==> src/rtl/mul_div_unit.sv <==
// Iterative RV32M multiply/divide unit for the execute stage.
// Ports: clk/rst (sync, active-high), start/funct3/aluIn1/aluIn2 in; busy/done/result out.
module mul_div_unit #(
  parameter int WIDTH = 32
) (
  input  logic             clk,
  input  logic             rst,
  input  logic             start,
  input  logic [2:0]       funct3,
  input  logic [WIDTH-1:0] aluIn1,
  input  logic [WIDTH-1:0] aluIn2,
  output logic             busy,
  output logic             done,
  output logic [WIDTH-1:0] result
);

  typedef enum logic [1:0] {
    IDLE,
    CALC,
    DONE
  } state_t;

  localparam int CW = $clog2(WIDTH);
  localparam logic [CW-1:0] LAST = CW'(WIDTH - 1);
  localparam logic [WIDTH-1:0] MINV = {1'b1, {(WIDTH-1){1'b0}}};

  state_t           state;
  logic [2:0]       opReg;
  logic             sa;
  logic             sb;
  logic [WIDTH-1:0] absA;
  logic [WIDTH-1:0] absB;
  logic [CW-1:0]    cnt;
  // Multiply: upper half accumulates, lower half holds the
  // remaining multiplier bits and shifts right each step.
  logic [2*WIDTH-1:0] prod;
  // Divide: quoR starts as the dividend and fills with quotient bits.
  logic [WIDTH-1:0] remR;
  logic [WIDTH-1:0] quoR;

  // Acceptance-side decode
  logic             saIn;
  logic             sbIn;
  logic [WIDTH-1:0] absAIn;
  logic [WIDTH-1:0] absBIn;
  logic             isDiv;
  logic             divZero;
  logic             divOvf;
  logic [WIDTH-1:0] specialRes;

  always_comb begin
    saIn = 1'b0;
    sbIn = 1'b0;
    unique case (funct3)
      3'b001: begin
        saIn = aluIn1[WIDTH-1];
        sbIn = aluIn2[WIDTH-1];
      end
      3'b010: saIn = aluIn1[WIDTH-1];
      3'b100, 3'b110: begin
        saIn = aluIn1[WIDTH-1];
        sbIn = aluIn2[WIDTH-1];
      end
      default: begin
        saIn = 1'b0;
        sbIn = 1'b0;
      end
    endcase
  end

  assign absAIn  = saIn ? (~aluIn1 + 1'b1) : aluIn1;
  assign absBIn  = sbIn ? (~aluIn2 + 1'b1) : aluIn2;
  assign isDiv   = funct3[2];
  assign divZero = isDiv && (aluIn2 == '0);
  // Signed overflow only exists for DIV/REM (funct3[0]==0).
  assign divOvf  = isDiv && !funct3[0] &&
                   (aluIn1 == MINV) && (aluIn2 == '1);

  always_comb begin
    specialRes = '0;
    if (divZero)
      specialRes = funct3[1] ? aluIn1 : '1;
    else
      specialRes = funct3[1] ? '0 : MINV;
  end

  // One shift-add step
  logic [WIDTH:0]     mulSum;
  logic [2*WIDTH-1:0] prodNext;

  assign mulSum   = {1'b0, prod[2*WIDTH-1:WIDTH]} +
                    (prod[0] ? {1'b0, absA} : '0);
  assign prodNext = {mulSum, prod[WIDTH-1:1]};

  // One restoring-divide step
  logic [WIDTH:0]   divTrial;
  logic [WIDTH:0]   divDiff;
  logic [WIDTH-1:0] remNext;
  logic [WIDTH-1:0] quoNext;

  assign divTrial = {remR, quoR[WIDTH-1]};
  assign divDiff  = divTrial - {1'b0, absB};

  always_comb begin
    if (!divDiff[WIDTH]) begin
      remNext = divDiff[WIDTH-1:0];
      quoNext = {quoR[WIDTH-2:0], 1'b1};
    end else begin
      remNext = divTrial[WIDTH-1:0];
      quoNext = {quoR[WIDTH-2:0], 1'b0};
    end
  end

  // Sign fix-up on the final step's values
  logic [2*WIDTH-1:0] prodFix;
  logic [WIDTH-1:0]   quoFix;
  logic [WIDTH-1:0]   remFix;
  logic [WIDTH-1:0]   finalRes;

  assign prodFix = (sa ^ sb) ? (~prodNext + 1'b1) : prodNext;
  assign quoFix  = (sa ^ sb) ? (~quoNext + 1'b1) : quoNext;
  assign remFix  = sa ? (~remNext + 1'b1) : remNext;

  always_comb begin
    finalRes = '0;
    unique case (opReg)
      3'b000:                 finalRes = prodFix[WIDTH-1:0];
      3'b001, 3'b010, 3'b011: finalRes = prodFix[2*WIDTH-1:WIDTH];
      3'b100, 3'b101:         finalRes = quoFix;
      3'b110, 3'b111:         finalRes = remFix;
      default:                finalRes = '0;
    endcase
  end

  always_ff @(posedge clk) begin
    if (rst) begin
      state  <= IDLE;
      busy   <= 1'b0;
      done   <= 1'b0;
      result <= '0;
      opReg  <= '0;
      sa     <= 1'b0;
      sb     <= 1'b0;
      absA   <= '0;
      absB   <= '0;
      cnt    <= '0;
      prod   <= '0;
      remR   <= '0;
      quoR   <= '0;
    end else begin
      done <= 1'b0;
      unique case (state)
        IDLE: begin
          if (start) begin
            opReg <= funct3;
            sa    <= saIn;
            sb    <= sbIn;
            absA  <= absAIn;
            absB  <= absBIn;
            cnt   <= '0;
            prod  <= {{WIDTH{1'b0}}, absBIn};
            remR  <= '0;
            quoR  <= absAIn;
            busy  <= 1'b1;
            if (divZero || divOvf) begin
              state  <= DONE;
              done   <= 1'b1;
              result <= specialRes;
            end else begin
              state <= CALC;
            end
          end
        end
        CALC: begin
          if (opReg[2]) begin
            remR <= remNext;
            quoR <= quoNext;
          end else begin
            prod <= prodNext;
          end
          cnt <= cnt + CW'(1);
          if (cnt == LAST) begin
            state  <= DONE;
            done   <= 1'b1;
            result <= finalRes;
          end
        end
        DONE: begin
          state <= IDLE;
          busy  <= 1'b0;
        end
        default: begin
          state <= IDLE;
          busy  <= 1'b0;
        end
      endcase
    end
  end

endmodule

==> config.mk <==
export PLATFORM = sky130hd
export DESIGN_NAME = mul_div_unit
export DESIGN_NICKNAME = d
export VERILOG_FILES = /design/src/rtl/mul_div_unit.sv
export SDC_FILE = /design/constraint.sdc
export NUM_CORES = 1
export LEC_CHECK = 0
export ABC_CLOCK_PERIOD_IN_PS = 4200
export BUFFER_PORTS_ARGS = -buffer_cell sky130_fd_sc_hd__buf_2
export CAP_MARGIN = 10
export CORE_ASPECT_RATIO = 0.75
export CORE_MARGIN = 10
export CORE_UTILIZATION = 28
export CTS_BUF_LIST = sky130_fd_sc_hd__clkbuf_4 sky130_fd_sc_hd__clkbuf_8
export CTS_CLUSTER_DIAMETER = 200
export DETAILED_ROUTE_END_ITERATION = 7
export PLACE_DENSITY = 0.4
export SYNTH_ARGS = -nofsm -noshare
export SYNTH_HDL_FRONTEND = slang
export SYNTH_SLANG_ARGS = --single-unit
export TNS_END_PERCENT = 5
==> constraint.sdc <==
create_clock -name clk -period 4.2 [get_ports clk]
set_input_delay 0.63 -clock clk [delete_from_list [all_inputs] [get_ports clk]]
set_output_delay 0.63 -clock clk [all_outputs]
set_load 0.005 [all_outputs]
# == Word level (Yosys, flattened, before mapping) ==
# Cells that the tools add are included.
# word_totals
ff_bits,238
out_inout_bits,34
# classes
n_addsub,8
eq_ne,20
n_mux,39
bitwise,7
n_reduce_logical,22
# op_table
cell,count
$mux W32,16
$mux W64,3
$pmux W32 S2,3
$add A32 B1 Y32 const B,4
$not A32 Y32,4
$pmux W32 S4,1
$pmux W64 S2,1
$add A64 B1 Y64 const B,1
$eq A32 B32 Y1 const B,2
$not A64 Y64,1
$add A32 B32 Y33,1
$sub A33 B32 Y33,1
$logic_not A32 Y1,1
$eq A3 B3 Y1 const B,6
$ne A2 B2 Y1 const B,5
$pmux W5 S2,1
$eq A3 B2 Y1 const B,3
$reduce_and A2 Y1,4
$mux W1,7
$eq A3 B1 Y1 const B,2
$mux W2,3
$reduce_and A3 Y1,2
$reduce_or A3 Y1,2
$add A5 B1 Y5 const B,1
other kinds (16),21

# == Logic depth before layout (Yosys ltp) ==
# logic_depth
word_depth,8
mapped_depth,25

# == Worst setup path before layout ==
# Ideal clock, no wire load.
# synth_timing
kind,register to register
startpoint,register quoR[31]
endpoint,register result[26]
setup_ns,0.130
arrival_ns,4.512
path_slack_ns,-0.441
path_stages_with_launch,25
path_buffers,4
period_less_slack_ns,4.641
path_cell_list,dfxtp_1 > inv_1 > ha_1 > inv_1 > fa_1 > a211oi_1 > nor3_1 > o21ai_1 > a21oi_1 > o211a_1 > buf_6 > inv_6 > buf_2 > buf_4 > buf_2 > o21ai_0 > inv_1 > ha_1 > nand4_1 > mux2i_1 > o21ai_1 > nor4_1 > a211oi_1 > a2111oi_0 > a21oi_1
# synth_via
elab_chain_cells,8
elab_cells_between_ends,12
# synth_rtl
element,line_no,text
"start, declared",39,logic [WIDTH-1:0] quoR;
"start signal, assigned",163,quoR <= absAIn;
"start signal, assigned",177,quoR <= quoNext;
$sub A33 B32 Y33,102,"assign divDiff = divTrial - {1'b0, absB};"
$mux W32 or $mux W1 (tied branches),105,if (!divDiff[WIDTH]) begin
"$not A32 Y32, on equally long branches","122, 121",
"$add A32 B1 Y32, on equally long branches","122, 121",
"$mux W32, on equally long branches","122, 121",
$pmux W32 S4 (*),126,unique case (opReg)
$mux W32 (*),182,if (cnt == LAST) begin
$pmux W32 S2 (*),152,unique case (state)
"end signal, assigned",168,result <= specialRes;
"end signal, assigned",185,result <= finalRes;
"end, declared",14,output logic [WIDTH-1:0] result
# Mark *: on every way between the ends. The rest lies on a longest branch, timed or not. The select of a mux whose other input is x is not followed.
# A chain may end at the register's enable or synchronous reset.

# == Worst setup path in the final report ==
# layout_timing
startpoint,register prod[0]
endpoint,register result[27]
# layout_via
elab_chain_cells,8
# layout_rtl
element,line_no,text
"start, declared",36,logic [2*WIDTH-1:0] prod;
"start signal, assigned",161,"prod <= {{WIDTH{1'b0}}, absBIn};"
"start signal, assigned",179,prod <= prodNext;
$mux W32 (*),92,"(prod[0] ? {1'b0, absA} : '0);"
$add A32 B32 Y33 (*),91,"assign mulSum = {1'b0, prod[2*WIDTH-1:WIDTH]} +"
$not A64 Y64,120,assign prodFix = (sa ^ sb) ? (~prodNext + 1'b1) : prodNext;
$add A64 B1 Y64,120,
$mux W64 (*),120,
$pmux W32 S4 (*),126,
$mux W32 (*),182,
$pmux W32 S2 (*),152,
# Marks and branches as above.

==> metrics list <==
- The count of nets left with antenna violations once routing finished came out at 0.
* Max Fclk: 0.237 GHz
* Die height: 247 um
- Headroom to the max-slew limit: 34.5%
* Max_cap viols: 0
- During synthesis, Yosys emitted a total of 0 warnings.
* Total core area: 0.0683 mm^2
* Power density over the cells: 287 mW/mm^2
- Place WS: -361 ps
- WS Path Type: register to register
- Combinational logic burns 30.3% of the power.
- met1 is the most crowded layer.
- Later-pin clock latency in the skew report: 640 ps
- Violations in the final reports: negative setup slack
* Max-slew violation count: 0
- For this block, the via count after detailed routing is 21,801.
- TritonCTS built the clock tree.
- Syn_nets: 2,797
* Netlist cell types: 98
* Number of enable flip-flop cells after synthesis: 0
* GRT Total Usage: 22.1%
* Outcome: finished with violations
* Starting Density: 28.3%
* Total detailed-routing wirelength: 91.1 mm
- Peak VDD IR: 0.196 mV
- HP Class: input pin to register
- Setup repair after global routing could not meet its margin everywhere.
- In this run the worst path has a maximum fanout of 5.
- Per report_power, the clock group accounts for 34.4% of the total.
- Final Power: 0.00718 W
* Setup crit end kind: register
- Total of buffers placed on input and output ports: 103
- In this run the cell area measured after placement is 0.0233 mm^2.
- P_leak: 10.1 nW
* Post-layout net count: 3,166
- Critical path arrival: 4700 ps
- Per-cell routed wire length: 23.1 um
- Number of sinks on the clock net: 238
* Ports: 104
- After synthesis the netlist holds a flip-flop and latch count of 238.
* Antenna violations before repair: 3
- After routing the design area is 0.0250 mm^2.
- The floorplan step defined a die boundary enclosing 0.0800 mm^2.
- After synthesis, the share of flip-flops with an asynchronous set or reset is 0%.
- Compared with the post-synthesis result, the final layout area differs by 29.6%.
* Remaining DRCs: 0
- Total inserted antenna cells: 0
- Fin crit period: 4210 ps
- In this run the horizontal extent of the chip is 323 um.
- Clock Pin Slew Worst Setup and Hold Paths: 60 ps
* First-pass GRT wire length: 136 mm
- Buffer cell driving the clock tree root: sky130_fd_sc_hd__clkbuf_8
- Met1 routing resource usage after global routing: 34.6%
- DRC violation total after the first TritonRoute iteration: 1,940
- The total overflow left after global routing is 0.
- A synthesized cell averages 7.28 um^2.
* Mapped Area: 0.0193 mm^2
- Internal power summed over all cells: 0.00453 W
- Cell count after synthesis: 2,653
* Clock Skews: 41.4 ps
* Filler cell count: 7,261
- Global routing consumed, on the met3 layer, 4.39% of the routing resources.
- The number of global-route vias before repair came to 20,973.
- Of the available clock period, the critical path in the final layout requires 100%.
- Net Switching: 0.00265 W
* Sequential cell area fraction in the yosys report: 24.7%
- The number of hold buffers added after CTS was 0.
- After legalization and detailed placement, the total HPWL measured 72.6 mm.
* Met2 Use GR: 30.4%
- The congestion estimate from routability-driven global placement came to 0.932.
- Of the total power, the share spent switching nets is 36.9%.
- Maximum root-to-sink buffer count: 3
* Final hold vios: 0
- Cells with a size suffix above 1 make up 24.3% of the layout.
- Transition at the pin with the smallest max-transition slack: 978 ps
* Number of detailed-routing iterations run before antenna repair: 6
* Maximum number of pins on one net before global-route repair: 97
- Per report_power, the sequential group accounts for 35.3% of the total.
* Finished Core Util: 36.6%
- Critical path required time: 4680 ps
- TritonCTS Buffers: 45
- The worst setup path is launched from a register.
- Setup violations remaining at the end of the flow were counted as 1.
- Number of core rows: 83
- Avg Vias per Cell: 5.53
- Setup slack on the critical path of the routed design comes to -13.0 ps.
* Clock H-tree levels: 2
- Top flip-flop cell by instance count after synthesis: sky130_fd_sc_hd__dfxtp_1
[registers in the layout, summed over array words and instances (netlist names)]
| register | flops |
|---|---|
| result | 32 |
| prod | 64 |
| absB | 32 |
| sb | 1 |
| cnt | 5 |
| opReg | 3 |
| absA | 32 |
| sa | 1 |
| remR | 32 |
| busy | 1 |
| state | 2 |
| quoR | 32 |
| done | 1 |
[power by group through the flow]
stage	clock network, W	logic [W]	registers, W
6_report	0.00247	0.00217	0.00253
5_1_grt	0.00264	0.00236	0.00255
4_1_cts	0.00253	0.00211	0.00253
3_5_place_dp	0	0.00207	0.00257
3_3_place_gp	0	0.00207	0.00257
2_1_floorplan	0	0.00122	0.00251
[synth_stat cells, types with 22 or more instances]
| library cell | n | area [um^2] |
|---|---|---|
| sky130_fd_sc_hd__a211oi_1 | 153 | 1150 |
| sky130_fd_sc_hd__a21o_1 | 27 | 203 |
| sky130_fd_sc_hd__a21oi_1 | 243 | 1220 |
| sky130_fd_sc_hd__a22oi_1 | 58 | 435 |
| sky130_fd_sc_hd__a31oi_1 | 30 | 188 |
| sky130_fd_sc_hd__and2_1 | 52 | 325 |
| sky130_fd_sc_hd__clkbuf_1 | 160 | 601 |
| sky130_fd_sc_hd__dfxtp_1 | 238 | 4760 |
| sky130_fd_sc_hd__ha_1 | 72 | 901 |
| sky130_fd_sc_hd__inv_1 | 67 | 251 |
| sky130_fd_sc_hd__mux2i_1 | 24 | 240 |
| sky130_fd_sc_hd__nand2_1 | 192 | 721 |
| sky130_fd_sc_hd__nand3_1 | 32 | 160 |
| sky130_fd_sc_hd__nand4_1 | 32 | 200 |
| sky130_fd_sc_hd__nor2_1 | 434 | 1630 |
| sky130_fd_sc_hd__nor3_1 | 62 | 310 |
| sky130_fd_sc_hd__nor4_1 | 25 | 156 |
| sky130_fd_sc_hd__o21a_1 | 23 | 173 |
| sky130_fd_sc_hd__o21ai_0 | 126 | 631 |
| sky130_fd_sc_hd__o31ai_1 | 32 | 240 |
| sky130_fd_sc_hd__or3_1 | 22 | 138 |
| sky130_fd_sc_hd__xnor2_1 | 122 | 1070 |
| sky130_fd_sc_hd__xor2_1 | 75 | 657 |
[area by class of cell]
class / instances / area, um^2 / area share (%)
Tap cell: 892 / 1120 / 4.46
Multi-Input combinational cell: 2166 / 14300 / 57.3
Clock inverter: 8 / 72.6 / 0.290
Sequential cell: 238 / 4770 / 19.1
Clock buffer: 67 / 847 / 3.38
Inverter: 69 / 264 / 1.05
Timing Repair Buffer: 502 / 3620 / 14.5
[per-layer routing]
layer  wire length [um]  share of wire [%]  up-vias
met5                  0                  0        -
met1              47700                 52    10530
met2              35100                 39      725
li1                   -                  -    10456
met3               6650                7.3       90
met4               1590                1.8        0
[final timing paths]
kind / start / endpoint / slack, ps / depth (start not counted)
max: prod[0] / result[27] / -10 / 14
min: funct3[2] / opReg[2] / 320 / 3
max reg2reg: prod[0] / result[27] / -10 / 14
min reg2reg: absB[31] / absB[31] / 460 / 2
[critical path, cell delays in order (launching register included)]
cell and delay [ps]:
sky130_fd_sc_hd__dfxtp_4 380, sky130_fd_sc_hd__buf_16 130, sky130_fd_sc_hd__and2_4 140, sky130_fd_sc_hd__ha_4 240, sky130_fd_sc_hd__a211o_1 300, sky130_fd_sc_hd__and4_4 190, sky130_fd_sc_hd__o211a_1 250, sky130_fd_sc_hd__or3_4 430
sky130_fd_sc_hd__xor2_4 210, sky130_fd_sc_hd__nor4_4 250, sky130_fd_sc_hd__or3b_4 460, sky130_fd_sc_hd__nor4_4 360, sky130_fd_sc_hd__mux2_4 350, sky130_fd_sc_hd__a221oi_4 280, sky130_fd_sc_hd__a211oi_2 110
[kinds of logic (layout without fill, tap and decap cells)]
family | Yosys count | after routing | share of synthesized area (%)
multiplexers | 33 | 33 | 1.77
adder cells (fa/ha/maj) | 74 | 74 | 4.87
AO/OA/AOI/OAI | 886 | 886 | 30.6
flip-flops | 238 | 238 | 24.7
XOR/XNOR | 198 | 198 | 9.02
buffers and inverters | 249 | 646 | 5.07
AND/OR/NAND/NOR | 975 | 975 | 24.0
[metrics by stage]
stage	std cells	hold WS [ps]	setup TNS, ps
after floorplan	2653	429	-162
after global placement	3850	442	-2490
after detailed placement	3850	451	-3820
after CTS	3935	273	-23.5
after global routing	3942	295	-849
final	3942	323	-13.0
[placed cells by master (no fill, tap or decap), types with 14 or more instances in the layout]
master	Yosys	routed
sky130_fd_sc_hd__a31oi_1	30	28
sky130_fd_sc_hd__o31ai_1	32	30
sky130_fd_sc_hd__dfxtp_1	238	237
sky130_fd_sc_hd__a21o_1	27	27
sky130_fd_sc_hd__nand3_1	32	30
sky130_fd_sc_hd__a21oi_2	1	16
sky130_fd_sc_hd__nand2_1	192	191
sky130_fd_sc_hd__and2_1	52	45
sky130_fd_sc_hd__nor4_1	25	20
sky130_fd_sc_hd__nand2b_1	16	15
sky130_fd_sc_hd__xor2_1	75	74
sky130_fd_sc_hd__a221oi_1	17	14
sky130_fd_sc_hd__nor2_1	434	430
sky130_fd_sc_hd__and3_1	17	16
sky130_fd_sc_hd__nor2b_1	17	15
sky130_fd_sc_hd__o21a_1	23	23
sky130_fd_sc_hd__a211oi_1	153	148
sky130_fd_sc_hd__or3_1	22	19
sky130_fd_sc_hd__o211ai_1	20	20
sky130_fd_sc_hd__a22oi_1	58	58
sky130_fd_sc_hd__o21ai_0	126	114
sky130_fd_sc_hd__a21oi_1	243	227
sky130_fd_sc_hd__buf_2	11	102
sky130_fd_sc_hd__nand4_1	32	32
sky130_fd_sc_hd__buf_4	1	387
sky130_fd_sc_hd__clkbuf_8	0	56
sky130_fd_sc_hd__mux2i_1	24	18
sky130_fd_sc_hd__o21ai_1	16	20
sky130_fd_sc_hd__nor3_1	62	59
sky130_fd_sc_hd__ha_1	72	54
sky130_fd_sc_hd__xnor2_1	122	119
sky130_fd_sc_hd__ha_4	0	15
sky130_fd_sc_hd__o22ai_1	15	15
sky130_fd_sc_hd__inv_1	67	66
[timing repair]
item / in CTS / in global routing
gates resized for setup: 80 / 61
pin swaps: 28 / 36
hold endpoints to repair: 0 / 0
cloned: 1 / 0
setup buffers: 9 / 7
endpoints found under the setup margin: 22 / 26
No activity file was read; power rests on OpenSTA's default activity.
